[config.mk]
export PLATFORM = sky130hd
export DESIGN_NAME = rv32i_multiplier_iterative_unit
export DESIGN_NICKNAME = d
export VERILOG_FILES = /design/src/rtl/rv32i_multiplier_iterative_unit_pkg.sv /design/src/rtl/rv32i_multiplier_iterative_unit_partial_step.sv /design/src/rtl/rv32i_multiplier_iterative_unit.sv
export SDC_FILE = /design/constraint.sdc
export NUM_CORES = 1
export LEC_CHECK = 0
export ABC_AREA = 1
export CORE_MARGIN = 2
export CORE_UTILIZATION = 48
export DETAILED_ROUTE_END_ITERATION = 7
export GPL_TIMING_DRIVEN = 0
export PLACE_DENSITY_LB_ADDON = 0.15
export SLEW_MARGIN = 20
export SYNTH_ARGS = -nofsm -noshare
export SYNTH_HDL_FRONTEND = slang
export SYNTH_SLANG_ARGS = --single-unit
[constraint.sdc]
create_clock -name i_clk -period 2.8 [get_ports i_clk]
set_clock_uncertainty 0.15 [all_clocks]
set_input_delay 0.56 -clock i_clk [delete_from_list [all_inputs] [get_ports i_clk]]
set_output_delay 0.56 -clock i_clk [all_outputs]
set_load 0.02 [all_outputs]
[src/rtl/rv32i_multiplier_iterative_unit_pkg.sv]
// Shared types and widths for the iterative multiplier: FSM states, operand/result widths.
package rv32i_multiplier_iterative_unit_pkg;

   localparam int MULT_OPERAND_WIDTH = 16;
   localparam int MULT_RESULT_WIDTH  = 32;

   typedef enum logic [1:0] {
      MulIdle = 2'd0,
      MulBusy = 2'd1,
      MulDone = 2'd2
   } mul_state_t;

   function automatic bit mult_bpc_legal(input int bpc);
      return (bpc == 1) || (bpc == 2) || (bpc == 4) || (bpc == 8) || (bpc == 16);
   endfunction

endpackage

[src/rtl/rv32i_multiplier_iterative_unit_partial_step.sv]
// One shift-add step: acc_out = acc_in + multiplicand * multiplier_bits (mod 2^32).
// Combinational, zero latency; no flow control.
import rv32i_multiplier_iterative_unit_pkg::*;

module rv32i_multiplier_iterative_unit_partial_step #(
   parameter int BITS_PER_CYCLE = 1
) (
   input  logic [MULT_RESULT_WIDTH-1:0] multiplicand,
   input  logic [BITS_PER_CYCLE-1:0]    multiplier_bits,
   input  logic [MULT_RESULT_WIDTH-1:0] acc_in,
   output logic [MULT_RESULT_WIDTH-1:0] acc_out
);

   logic [MULT_RESULT_WIDTH-1:0] bits_ext;
   logic [MULT_RESULT_WIDTH-1:0] partial;

   assign bits_ext = MULT_RESULT_WIDTH'(multiplier_bits);
   assign partial  = multiplicand * bits_ext;
   assign acc_out  = acc_in + partial;

endmodule

[src/rtl/rv32i_multiplier_iterative_unit.sv]
// Iterative 16x16->32 shift-add multiplier, 16/BITS_PER_CYCLE cycles, result held until en drops.
// Define RV32I_MULT_EARLY_TERM_EN to finish as soon as the remaining multiplier bits are zero.
import rv32i_multiplier_iterative_unit_pkg::*;

module rv32i_multiplier_iterative_unit #(
   parameter int BITS_PER_CYCLE = 1
) (
   input  logic                          i_clk,
   input  logic                          i_rst,
   input  logic                          i_multiplier_en,
   input  logic [MULT_OPERAND_WIDTH-1:0] i_multiplier_operand_one,
   input  logic [MULT_OPERAND_WIDTH-1:0] i_multiplier_operand_two,
   output logic                          o_multiplier_valid,
   output logic [MULT_RESULT_WIDTH-1:0]  o_multiplier_result,
   output logic                          o_multiplier_busy
);

   localparam int N  = MULT_OPERAND_WIDTH / BITS_PER_CYCLE;
   localparam int CW = $clog2(N + 1);

   generate
      if (!mult_bpc_legal(BITS_PER_CYCLE)) begin : g_bad_bpc
         $error("BITS_PER_CYCLE must be 1, 2, 4, 8 or 16");
      end
   endgenerate

   mul_state_t                    state_q, state_d;
   logic [MULT_RESULT_WIDTH-1:0]  mcand_q, mcand_d;
   logic [MULT_OPERAND_WIDTH-1:0] mplier_q, mplier_d;
   logic [MULT_RESULT_WIDTH-1:0]  acc_q, acc_d;
   logic [CW-1:0]                 cnt_q, cnt_d;
   logic [MULT_RESULT_WIDTH-1:0]  result_q, result_d;
   logic                          valid_q, valid_d;

   logic [MULT_RESULT_WIDTH-1:0]  acc_step;
   logic [MULT_OPERAND_WIDTH-1:0] mplier_shift;
   logic                          step_last;

   rv32i_multiplier_iterative_unit_partial_step #(
      .BITS_PER_CYCLE (BITS_PER_CYCLE)
   ) u_step (
      .multiplicand    (mcand_q),
      .multiplier_bits (mplier_q[BITS_PER_CYCLE-1:0]),
      .acc_in          (acc_q),
      .acc_out         (acc_step)
   );

   assign mplier_shift = mplier_q >> BITS_PER_CYCLE;

`ifdef RV32I_MULT_EARLY_TERM_EN
   // Nothing left to add once the unconsumed multiplier bits are all zero.
   assign step_last = (cnt_q == CW'(1)) || (mplier_shift == '0);
`else
   assign step_last = (cnt_q == CW'(1));
`endif

   always_comb begin
      state_d  = state_q;
      mcand_d  = mcand_q;
      mplier_d = mplier_q;
      acc_d    = acc_q;
      cnt_d    = cnt_q;
      result_d = result_q;
      valid_d  = 1'b0;
      case (state_q)
         MulIdle: begin
            if (i_multiplier_en) begin
               mcand_d  = MULT_RESULT_WIDTH'(i_multiplier_operand_one);
               mplier_d = i_multiplier_operand_two;
               acc_d    = '0;
               cnt_d    = CW'(N);
               state_d  = MulBusy;
            end
         end
         MulBusy: begin
            // Dropping en mid-operation abandons it; the previous result stays visible.
            if (!i_multiplier_en) begin
               state_d = MulIdle;
            end else begin
               acc_d    = acc_step;
               mcand_d  = mcand_q << BITS_PER_CYCLE;
               mplier_d = mplier_shift;
               cnt_d    = cnt_q - CW'(1);
               if (step_last) begin
                  result_d = acc_step;
                  valid_d  = 1'b1;
                  state_d  = MulDone;
               end
            end
         end
         MulDone: begin
            if (!i_multiplier_en) begin
               state_d = MulIdle;
            end
         end
         default: state_d = MulIdle;
      endcase
   end

   always_ff @(posedge i_clk) begin
      if (i_rst) begin
         state_q  <= MulIdle;
         mcand_q  <= '0;
         mplier_q <= '0;
         acc_q    <= '0;
         cnt_q    <= '0;
         result_q <= '0;
         valid_q  <= 1'b0;
      end else begin
         state_q  <= state_d;
         mcand_q  <= mcand_d;
         mplier_q <= mplier_d;
         acc_q    <= acc_d;
         cnt_q    <= cnt_d;
         result_q <= result_d;
         valid_q  <= valid_d;
      end
   end

   assign o_multiplier_valid  = valid_q;
   assign o_multiplier_result = result_q;
   assign o_multiplier_busy   = (state_q != MulIdle);

endmodule

# After elaboration in Yosys (flattened, before gate mapping)

Index checks and enable logic that the tools add are counted.

Bits of input ports: 35
Bits in registers: 120
Memories: 0
ROM bits: 0
Memory bits (writable): 0
Bits in latches: 0

Div/mod/pow operators: 0
Multipliers: 1
Bitwise operators: 2
Equal/unequal tests: 7
Shifts and indexed selects: 0
$add $sub $neg: 2
Mux-type cells: 18
Reductions and logical operators: 7
Order comparisons: 0

Operator list:

| operator            | count |
|---|---|
| $mux 32             | 4 |
| $pmux 32 s2         | 2 |
| $add 32x32->32      | 1 |
| $mul 32x1->32       | 1 |
| $mux 16             | 2 |
| $pmux 16 s2         | 1 |
| $mux 5              | 2 |
| $pmux 5 s2          | 1 |
| $reduce_and 3->1    | 3 |
| $mux 2              | 4 |
| $ne 2x2->1 const B  | 3 |
| $pmux 2 s3          | 1 |
| $eq 5x1->1 const B  | 1 |
| $sub 5x1->5 const B | 1 |
| $reduce_bool 2->1   | 2 |
| $ne 3x3->1 const B  | 1 |
| $reduce_or 3->1     | 1 |
| $eq 2x1->1 const B  | 1 |
| $eq 2x2->1 const B  | 1 |
| $logic_not 2->1     | 1 |
| $not 1->1           | 2 |
| $mux 1              | 1 |

# Longest topological paths before layout

Word-level depth: 4
Mapped depth: 18
Mapped depth without buffers: 17

# Cells and area by module

A second synthesis with hierarchy kept.

Cell total of the unflattened synthesis: 1183
Area total of the unflattened synthesis: 7288.2 um^2

Modules (own cells, without submodules):

| module                                       | times used | cells each | area each (um^2) |
|---|---|---|---|
| rv32i_multiplier_iterative_unit              | 1          | 626        | 4717.0 |
| rv32i_multiplier_iterative_unit_partial_step | 1          | 557        | 2571.2 |

# Least setup slack after synthesis

Ideal clock, no wire load.

Path type: reg2reg
Start: register mplier_q[0]
End: register result_q[24], in the netlist o_multiplier_result[24]
Library setup time: 109 ps
Clock period less this slack: 2234 ps
Stages on the path, launching flop included: 18
Arrival time: 1975 ps
Slack: 566 ps
Cell sequence: dfxtp_1 -> clkbuf_1 -> clkbuf_1 -> nand2_1 -> inv_1 -> fa_1 -> nand3_1 -> nand3_1 -> nand2_1 -> nand2_1 -> nand2_1 -> nand2_1 -> nand2_1 -> nand3_1 -> nand2_1 -> nand2_1 -> nand2_1 -> inv_1

Word-level cells in the longest chain between the ends: 2

RTL lines:

| what                     | RTL line                                           | text |
|---|---|---|
| start: declaration       | rv32i_multiplier_iterative_unit.sv:29              | `logic [MULT_OPERAND_WIDTH-1:0] mplier_q, mplier_d;` |
| start signal: assignment | rv32i_multiplier_iterative_unit.sv:112             | `mplier_q <= mplier_d;` |
| $mul 32x1->32            | rv32i_multiplier_iterative_unit_partial_step.sv:18 | `assign partial = multiplicand * bits_ext;` |
| $add 32x32->32           | rv32i_multiplier_iterative_unit_partial_step.sv:19 | `assign acc_out = acc_in + partial;` |
| end signal: assignment   | rv32i_multiplier_iterative_unit.sv:115             | `result_q <= result_d;` |
| end: declaration         | rv32i_multiplier_iterative_unit.sv:32              | `logic [MULT_RESULT_WIDTH-1:0] result_q, result_d;` |

Every way passes these cells.
A chain may end at the register's enable or synchronous reset.

# Worst setup path after layout

Start: register mplier_q[0]
End: register result_q[28], in the netlist o_multiplier_result[28]

The elaborated chain is that of the path after synthesis.

==> impl_metrics.csv <==
group,metric,value,unit
hold_path,worstHoldPathType,"flip-flop to flip-flop",
layout,fin_area,0.00860,sq mm
run,timing.max_cap.violations,0,
global_route,grt_pass1_wl,32300,microns
yosys,ys_seq_area_share,33.8,%
floorplan,design.die.area,0.0158,sq mm
worst_setup_path,critPathMaxFanout,10,
timing,max_slew_margin,50.0,%
timing,hold_viol,0,
drt,vias,7069,
yosys,yosys_warnings,0,
global_route,grt_max_degree,17,
global_route,gr-usage-met3,4.42,%
global_route,track_usage,25.4,%
yosys,yosysTopAreaCellShare,33.8,%
timing,setup_violations,0,
yosys,synth_area_leaders,"dfxtp_1 (34%), nand2_1 (21%), inv_1 (9.8%), a21oi_1 (7.0%), ha_1 (5.8%)",
worst_setup_path,crit_required,2.97,ns
layout,stdcell_count,1429,
worst_setup_path,critical_path.startpoint_type,"flip-flop",
worst_setup_path,critPathKind,"flip-flop to flip-flop",
placed_design,place_hpwl,15100,microns
worst_setup_path,reg2reg_slack,0.14,ns
yosys,synth_cell_types,34,
yosys,synthesis.area,0.00711,sq mm
floorplan,die_h,126,microns
drt,postRouteAntennaNets,0,
layout,diodes,0,
layout,fillers,1456,
global_route,antenna_found_initial,0,
yosys,synth_edf_count,0,
yosys,ys_async_sr_fraction,0,%
worst_setup_path,crit_path_end_kind,"flip-flop",
pwr,leakagePower,4.49,nW
drt,route.detailed.drc,0,
cts,clk_pin_slew,0.05,ns
pwr,power_density,503,mW/mm^2
drt,drt_pass1_iterations,7,
placed_design,dp_cells,1399,
global_route,grtUsageMet1,35.7,%
outcome,status,"completed",
pwr,ir_drop,0.379,mV
cts,cts_buffer_depth,2,
timing,worst_slew_pin_slew,0.750,ns
floorplan,fp.dieW,126,microns
yosys,syn_avg_cell_area,6.19,sq um
placed_design,placed_cell_area,0.00802,sq mm
yosys,ys_top_cells_by_count,"nand2_1 (389), inv_1 (185), dfxtp_1 (120)",
pwr,finalPower,4.33,mW
timing,grt_setup_unrepaired,"no",
drt,drtIter0Drc,488,
layout,area_growth,21.0,%
cts,cts-htree-levels,4,
layout,utilization,59.4,%
cts,cts_buffers,17,
worst_setup_path,worst_ep_arrival_time,2.82,ns
layout,layout.nets,1302,
timing,whs,0.311,ns
cts,clk_latency,0.42,ns
floorplan,io_pins,69,
timing,period_needed,2.66,ns
yosys,synthFlopType,"dfxtp_1",
timing,period_share,94.8,%
yosys,yosysMostFrequentCell,"nand2_1",
yosys,synthCells,1147,
yosys,synth-seq-cells,120,
layout,drive_gt1_share,4.98,%
placed_design,globalplace.congestion,0.963,
yosys,syn_nets,1216,
placed_design,port_buffers,68,
timing,fmax,377,MHz
drt,drt-vias-per-instance,4.95,
floorplan,initial_core_util,49.1,%
floorplan,num_rows,44,
cts,cts_root_buf,"clkbuf_16",
cts,cts_num_sinks,120,
cts,cts_tree,"yes",
floorplan,coreArea,0.0145,sq mm
global_route,overflow,0,
drt,wl_per_cell,13.8,microns
yosys,yosysTopAreaCell,"dfxtp_1",
global_route,grt_util_met2,39.5,%
drt,drt_wl_total,19700,microns
global_route,top_usage_layer,"met2",
global_route,grt_pass1_vias,6565,
timing,slew_violations,0,
==> flip-flops by register name, indices dropped and copies added (netlist names) <==
register             cells
state_q                  2
mplier_q                16
o_multiplier_result     32
o_multiplier_valid       1
cnt_q                    5
mcand_q                 32
acc_q                   32
==> layer usage <==
layer  vias up  part of all wire (%)
li1       3735                     -
met1      3097                    49
met2       204                    43
met3        33                   6.0
met4         0                   2.5
met5         -                     0
==> worst paths after layout <==
check	from	cells after the start	endpoint
max	mplier_q[0]	14	o_multiplier_result[28]
max reg2reg	mplier_q[0]	14	o_multiplier_result[28]
min reg2reg	mplier_q[2]	2	mplier_q[1]
min	mplier_q[2]	2	mplier_q[1]
==> placed cells by master (no fill, tap or decap), drive strengths merged, types with 33 or more instances in the layout <==
| cell | Yosys | layout |
|---|---|---|
| o21ai | 48 | 48 |
| nor2 | 106 | 106 |
| nand2 | 395 | 395 |
| inv | 188 | 188 |
| clkbuf | 21 | 43 |
| a21oi | 100 | 100 |
| dfxtp | 120 | 120 |
| nand3 | 40 | 40 |
| ha | 33 | 33 |
| clkdlybuf4s50 | 0 | 68 |
==> critical path, stage by stage, from the launching register on <==
cell      delay (ns)
dfxtp_2         0.36
clkbuf_2        0.20
nand2_1         0.10
inv_1           0.07
fa_1            0.48
nand3_1         0.12
nand3_1         0.16
nand3_1         0.12
nand3b_1        0.20
nand2_1         0.20
nand3_1         0.11
nand2_1         0.10
nand2_1         0.06
nand2_1         0.06
inv_1           0.03
==> cells by family (layout without fill, tap and decap cells) <==
logic type / Yosys count / in the layout / share of synthesized area [%]
AOI/OAI and AO/OA: 184 / 184 / 13.8
adders and majority gates: 34 / 34 / 6.09
xor gates and xnor gates: 17 / 17 / 2.10
and+or+nand+nor: 560 / 560 / 31.5
DFF: 120 / 120 / 33.8
buffers and inverters: 232 / 330 / 12.7
==> layout make-up <==
class | count | area (sq um) | area share (%)
clock inverters | 8 | 123 | 1.43
clock buffers | 23 | 458 | 5.33
plain buffers | 43 | 194 | 2.26
repair buffers | 68 | 681 | 7.92
well taps | 184 | 230 | 2.68
flip-flops and latches | 120 | 2400 | 28.0
inverters | 188 | 706 | 8.21
multi-input cells | 795 | 3800 | 44.2
==> timing repair <==
action	CTS	global route
hold buffers	0	0
resized for setup	2	3
setup buffers	0	0
endpoints found under the hold margin	0	0
endpoints found under the setup margin	20	39
==> per-stage QoR <==
step | setup WS, ns | TNS (ns)
CTS | 0.0137 | 0
detailed placement | -0.0973 | -0.480
finish | 0.145 | 0
global placement | -0.0709 | -0.216
floorplan | 0.566 | 0
global route | 0.00315 | 0
==> power breakdown <==
group	internal [mW]	leakage, nW	switching, mW	total, mW
clock network	1.41	0.273	0.805	2.22
logic	0.129	3.24	0.188	0.317
registers	1.76	0.976	0.0338	1.79
total	3.30	4.49	1.03	4.33
No activity file was read; power rests on OpenSTA's default activity.
==> edit 1, RTL diff (config.mk and constraints unchanged) <==
Reset style: asynchronous (`i_rst`), changed in one clocked block.
--- a/src/rtl/rv32i_multiplier_iterative_unit.sv
+++ b/src/rtl/rv32i_multiplier_iterative_unit.sv
@@ -97,7 +97,7 @@
       endcase
    end
 
-   always_ff @(posedge i_clk) begin
+   always_ff @(posedge i_clk or posedge i_rst) begin
       if (i_rst) begin
          state_q  <= MulIdle;
          mcand_q  <= '0;
Formal check against the unedited RTL: differs if i_rst is asserted again (counterexample within 4 cycles, from zero or initial values and one cycle with i_rst high); with i_rst held inactive, the same outputs for 10 cycles.
==> edit 1 against the original RTL <==
Synthesized cell count fell by 7.8%. First-iteration DRC count rose by 2.7%. Setup slack improved by 0.014 ns. Wire length is 3.5% lower. Critical path depth down 1. Global-route usage decreased by 0.39 points. Synthesized area grew 3.6%. Sequential cell count is the same. Final area grew 3.6%. Fmax grew 0.51%. Critical endpoint is now o_multiplier_result[28]$_DFFE_PP0P_.
Power is not compared: it rests on default switching activity, and its combinational part moved more than twofold at a synthesized area within 25%.
==> edit 1: results (changes against the original RTL) <==
Run status
  • Status: finished, final reports clean

Critical path
  • Crit path to: o_multiplier_result[28]$_DFFE_PP0P_
  • R2r worst-path depth: 13 (-1)
  • Critical path origin: mplier_q[0]$_DFFE_PP0P_
  • Crit path DAT: 2.80 ns (-0.02 ns)

Placement
  • HPWL after DPL: 14680 um (-2.6%)
  • Setup WS pre-CTS: -0.2168 ns (-0.1195 ns)

Layout
  • Register share of the cell area: 33.73% (+5.8 points)
  • Layout cell share with drive strength beyond 1: 6.649% (+1.7 points)
  • Clock buf/inv share: 6.167% (-0.58 points)
  • Design area: 8906 sq um (+3.6%)
  • Nets: 1216 (-6.6%)

Detailed routing
  • Vias per cell: 4.934 (-0.26%)
  • DR top layer: met5
  • Met3 WL post-DR: 742 um (-37%)
  • Pre-antenna DRT Iters: 5 (-2)
  • Total wire length: 19060 um (-3.5%)
  • M1 wire length: 9602 um (-0.26%)

CTS
  • CTS resizes: 3 (+1)

Global route
  • Total track usage: 25.01% (-0.39 points)
  • Met2 usage: 37.87% (-1.6 points)
  • First-pass GRT wire length: 31950 um (-0.99%)
  • Initial antenna violation count: 1 (+1)
  • Met1 global-route usage: 35.86% (+0.18 points)
  • Largest net degree at the start of global routing: 33 (+16)

Synth
  • Fraction of the yosys area taken by sequential cells: 40.80% (+7.0 points)
  • Synth Area in Compound Gates: 9.672% (-4.2 points)
  • Synth top cells by count: nand2_1, inv_1, dfrtp_1
  • Post-synthesis xor/xnor area fraction: 1.904% (-0.19 points)
  • Top cells by area, synth: dfrtp_1, nand2_1, inv_1
  • Asr flop ratio synth: 100.0% (+100 points)

Worst hold path
  • Hold EP: o_multiplier_result[2]$_DFFE_PP0P_
  • Hold path start: o_multiplier_result[2]$_DFFE_PP0P_

Timing
  • Final hold slack: 0.3145 ns (+0.003165 ns)
-- edit 1: changes by cell type in the layout (fill, tap and decap cells not counted), moves of 10 or more --
cell	delta
o21ai_0	-17
a21oi_1	-80
xor2_1	-10
o21ai_1	+12
nand3_1	+25
dfxtp_1	-119
dfrtp_1	+119
nand2_1	+19
a31oi_1	+16
o211ai_1	+14
nor2_1	-48
clkbuf_1	-13
-- edit 1: through the flow --
stage	setup TNS, ns	cells
finish	0	1346
global route	0	1346
CTS	0	1346
detailed placement	-1.119	1317
global placement	-66.95	1314
floorplan	0	1058
-- edit 1: critical path: stages, from the launching register on --
cell and delay, ns:
dfrtp_2 0.46, clkbuf_4 0.21, nand2_1 0.08, inv_1 0.05, ha_1 0.23, fa_2 0.40, nand3_1 0.11, nand3_2 0.12
nand3_1 0.12, nand3_2 0.13, nand2_1 0.18, nand3_1 0.12, nand3_1 0.12, nand2_1 0.05
==> edit 2, RTL diff (same settings) <==
Made on the original files. Change the package constant `MULT_RESULT_WIDTH` from 32 to 64.
--- a/src/rtl/rv32i_multiplier_iterative_unit_pkg.sv
+++ b/src/rtl/rv32i_multiplier_iterative_unit_pkg.sv
@@ -2,7 +2,7 @@
 package rv32i_multiplier_iterative_unit_pkg;
 
    localparam int MULT_OPERAND_WIDTH = 16;
-   localparam int MULT_RESULT_WIDTH  = 32;
+   localparam int MULT_RESULT_WIDTH  = 64;
 
    typedef enum logic [1:0] {
       MulIdle = 2'd0,
Interface: changed (resized o_multiplier_result); port bits go from 69 to 101. The function was not compared with the original's and may differ.
==> edit 2 against the original RTL <==
Non-clock buffer count is 96 higher. Final cell count is 120% higher. Final area is 120% higher. Sequential cell count is 96 higher. Critical endpoint is now acc_q[52]$_SDFFE_PP0P_. Setup slack worse by 0.14 ns. Core utilization is 5.4 points higher. Largest power group unchanged. Synthesized cell count increased by 120%. First-iteration DRC count rose to 2.5 times the old value. Synthesized area rose by 100%. Wire length grew to 2.6 times the old value. Total power is 67% higher.
==> edit 2: results (changes against the original RTL) <==
Run status
  • Status: finished, final reports clean

Synth
  • Syn_nets: 2619 (+120%)
  • Fraction of the yosys area taken by sequential cells: 29.93% (-3.9 points)
  • Share of the synthesized area in the top cell type: 29.93% (-3.9 points)
  • Register bit total from synthesis: 216 (+80%)
  • Synth Area in Adders: 5.767% (-0.33 points)
  • Synth Area in Compound Gates: 9.144% (-4.7 points)
  • Top cells by area, synth: dfxtp_1, nand2_1, inv_1
  • Mapped Avg Cell Area: 5.738 sq um (-7.4%)
  • Synth top cells by count: nand2_1, inv_1, dfxtp_1

Global route
  • Vias in the first global route: 14.10k (+110%)
  • Total track usage: 32.08% (+6.7 points)
  • Initial antenna violation count: 2 (+2)
  • Largest net degree at the start of global routing: 14 (-3)
  • First-pass GRT wire length: 77200 um (+140%)

Power and ir drop
  • Sequential share of power: 43.5% (+2.1 points)
  • Worst vdd ir: 0.6090 mV (+61%)
  • Leakage Power: 10.23 nW (+130%)
  • Switching power: 1.764 mW (+72%)
  • P per Cell Area: 375.5 nW/um^2 (-25%)
  • Clock-net power: 3.64 mW (+64%)

Layout
  • Non-clock inverter count: 509 (+170%)
  • Multi-In Gates: 1715 (+120%)
  • Multi-input gate area in the final layout: 9923 sq um (+160%)
  • Clock buf/inv share: 4.779% (-2.0 points)
  • CLK BUF: 32 (+39%)
  • Register share of the cell area: 22.52% (-5.4 points)
  • Data buffer area share: 8.575% (-1.6 points)
  • Layout cell share with drive strength beyond 1: 17.33% (+12 points)
  • Nets: 2776 (+110%)
  • Final Non-Filler Cells: 3084 (+120%)
  • Non-clock buffers: 207 (+86%)

Placement
  • Gpl congestion: 1.013 (+5.1%)
  • HPWL after DPL: 40210 um (+170%)
  • Setup WS pre-CTS: -1.070 ns (-0.9725 ns)
  • Inst Count DP: 3007 (+110%)
  • # port buffers: 99 (+46%)

Critical path
  • Crit-path slowest cell: fa_2
  • CP peak stage delay: 0.38 ns (-0.10 ns)
  • CP max FO: 5 (-5)
  • Required time worst endpoint: 3.13 ns (+0.16 ns)

Timing
  • Slew @ Worst Pin: 1.139 ns (+0.3895 ns)

Detailed routing
  • Total wire length: 52160 um (+160%)
  • Vias per cell: 5.047 (+2.0%)

CTS
  • H-tree depth: 1 (-3)
  • CTS buffer count: 26 (+9)
  • Post-CTS setup buffer count: 14 (+14)
  • Max Root-Sink Buffers: 3 (+1)
  • CTS resizes: 188 (+186)
-- edit 2: cell types whose count changed in the layout (fill, tap and decap cells not counted), moves of 28 or more --
cell / change
a21oi_1: +28
clkdlybuf4s50_1: +31
dfxtp_1: +96
ha_4: +52
inv_1: +302
nand2_1: +514
nand2_2: +93
nand2_4: +39
nor2_1: +40
nor2_4: +30
-- edit 2: per-stage QoR --
step | cell area [sq um] | TNS (ns)
finish | 19220 | 0
global route | 19220 | -1.205
CTS | 17740 | -0.03156
detailed placement | 15930 | -91.38
global placement | 15930 | -82.58
floorplan | 14450 | 0
-- edit 2: worst paths after layout --
kind / depth (start not counted) / from / slack [ns] / end
setup / recovery: 18 / mplier_q[0]$_SDFFE_PP0P_ / 0.0008 / acc_q[52]$_SDFFE_PP0P_
hold reg to reg: 2 / cnt_q[3]$_SDFFE_PP0P_ / 0.32 / cnt_q[3]$_SDFFE_PP0P_
setup reg to reg: 18 / mplier_q[0]$_SDFFE_PP0P_ / 0.0008 / acc_q[52]$_SDFFE_PP0P_
hold / removal: 2 / cnt_q[3]$_SDFFE_PP0P_ / 0.32 / cnt_q[3]$_SDFFE_PP0P_
-- edit 2: cells by family (layout without fill, tap and decap cells) --
group                    Yosys count  in the layout
AND/OR/NAND/NOR                 1378           1378
XOR/XNOR                          30             30
AO/OA/AOI/OAI                    241            241
flip-flops                       216            216
buffers and inverters            587            763
adder cells (fa/ha/maj)           66             66
-- edit 2: layer usage --
metal  global-route usage [%]  part of all wire, %
met1                    46.79                   46
met3                    3.963                  7.4
met2                    49.48                   43
met5                        0                    0
met4                    8.914                  3.0
-- edit 2: worst reg2reg max path, delay by kind of cell (launching register included) --
family          cells  cell delay, ns
compound gates      1            0.15
buf+inv             4            0.48
fa+ha+maj           2            0.53
flops               1            0.36
simple gates       11            1.05
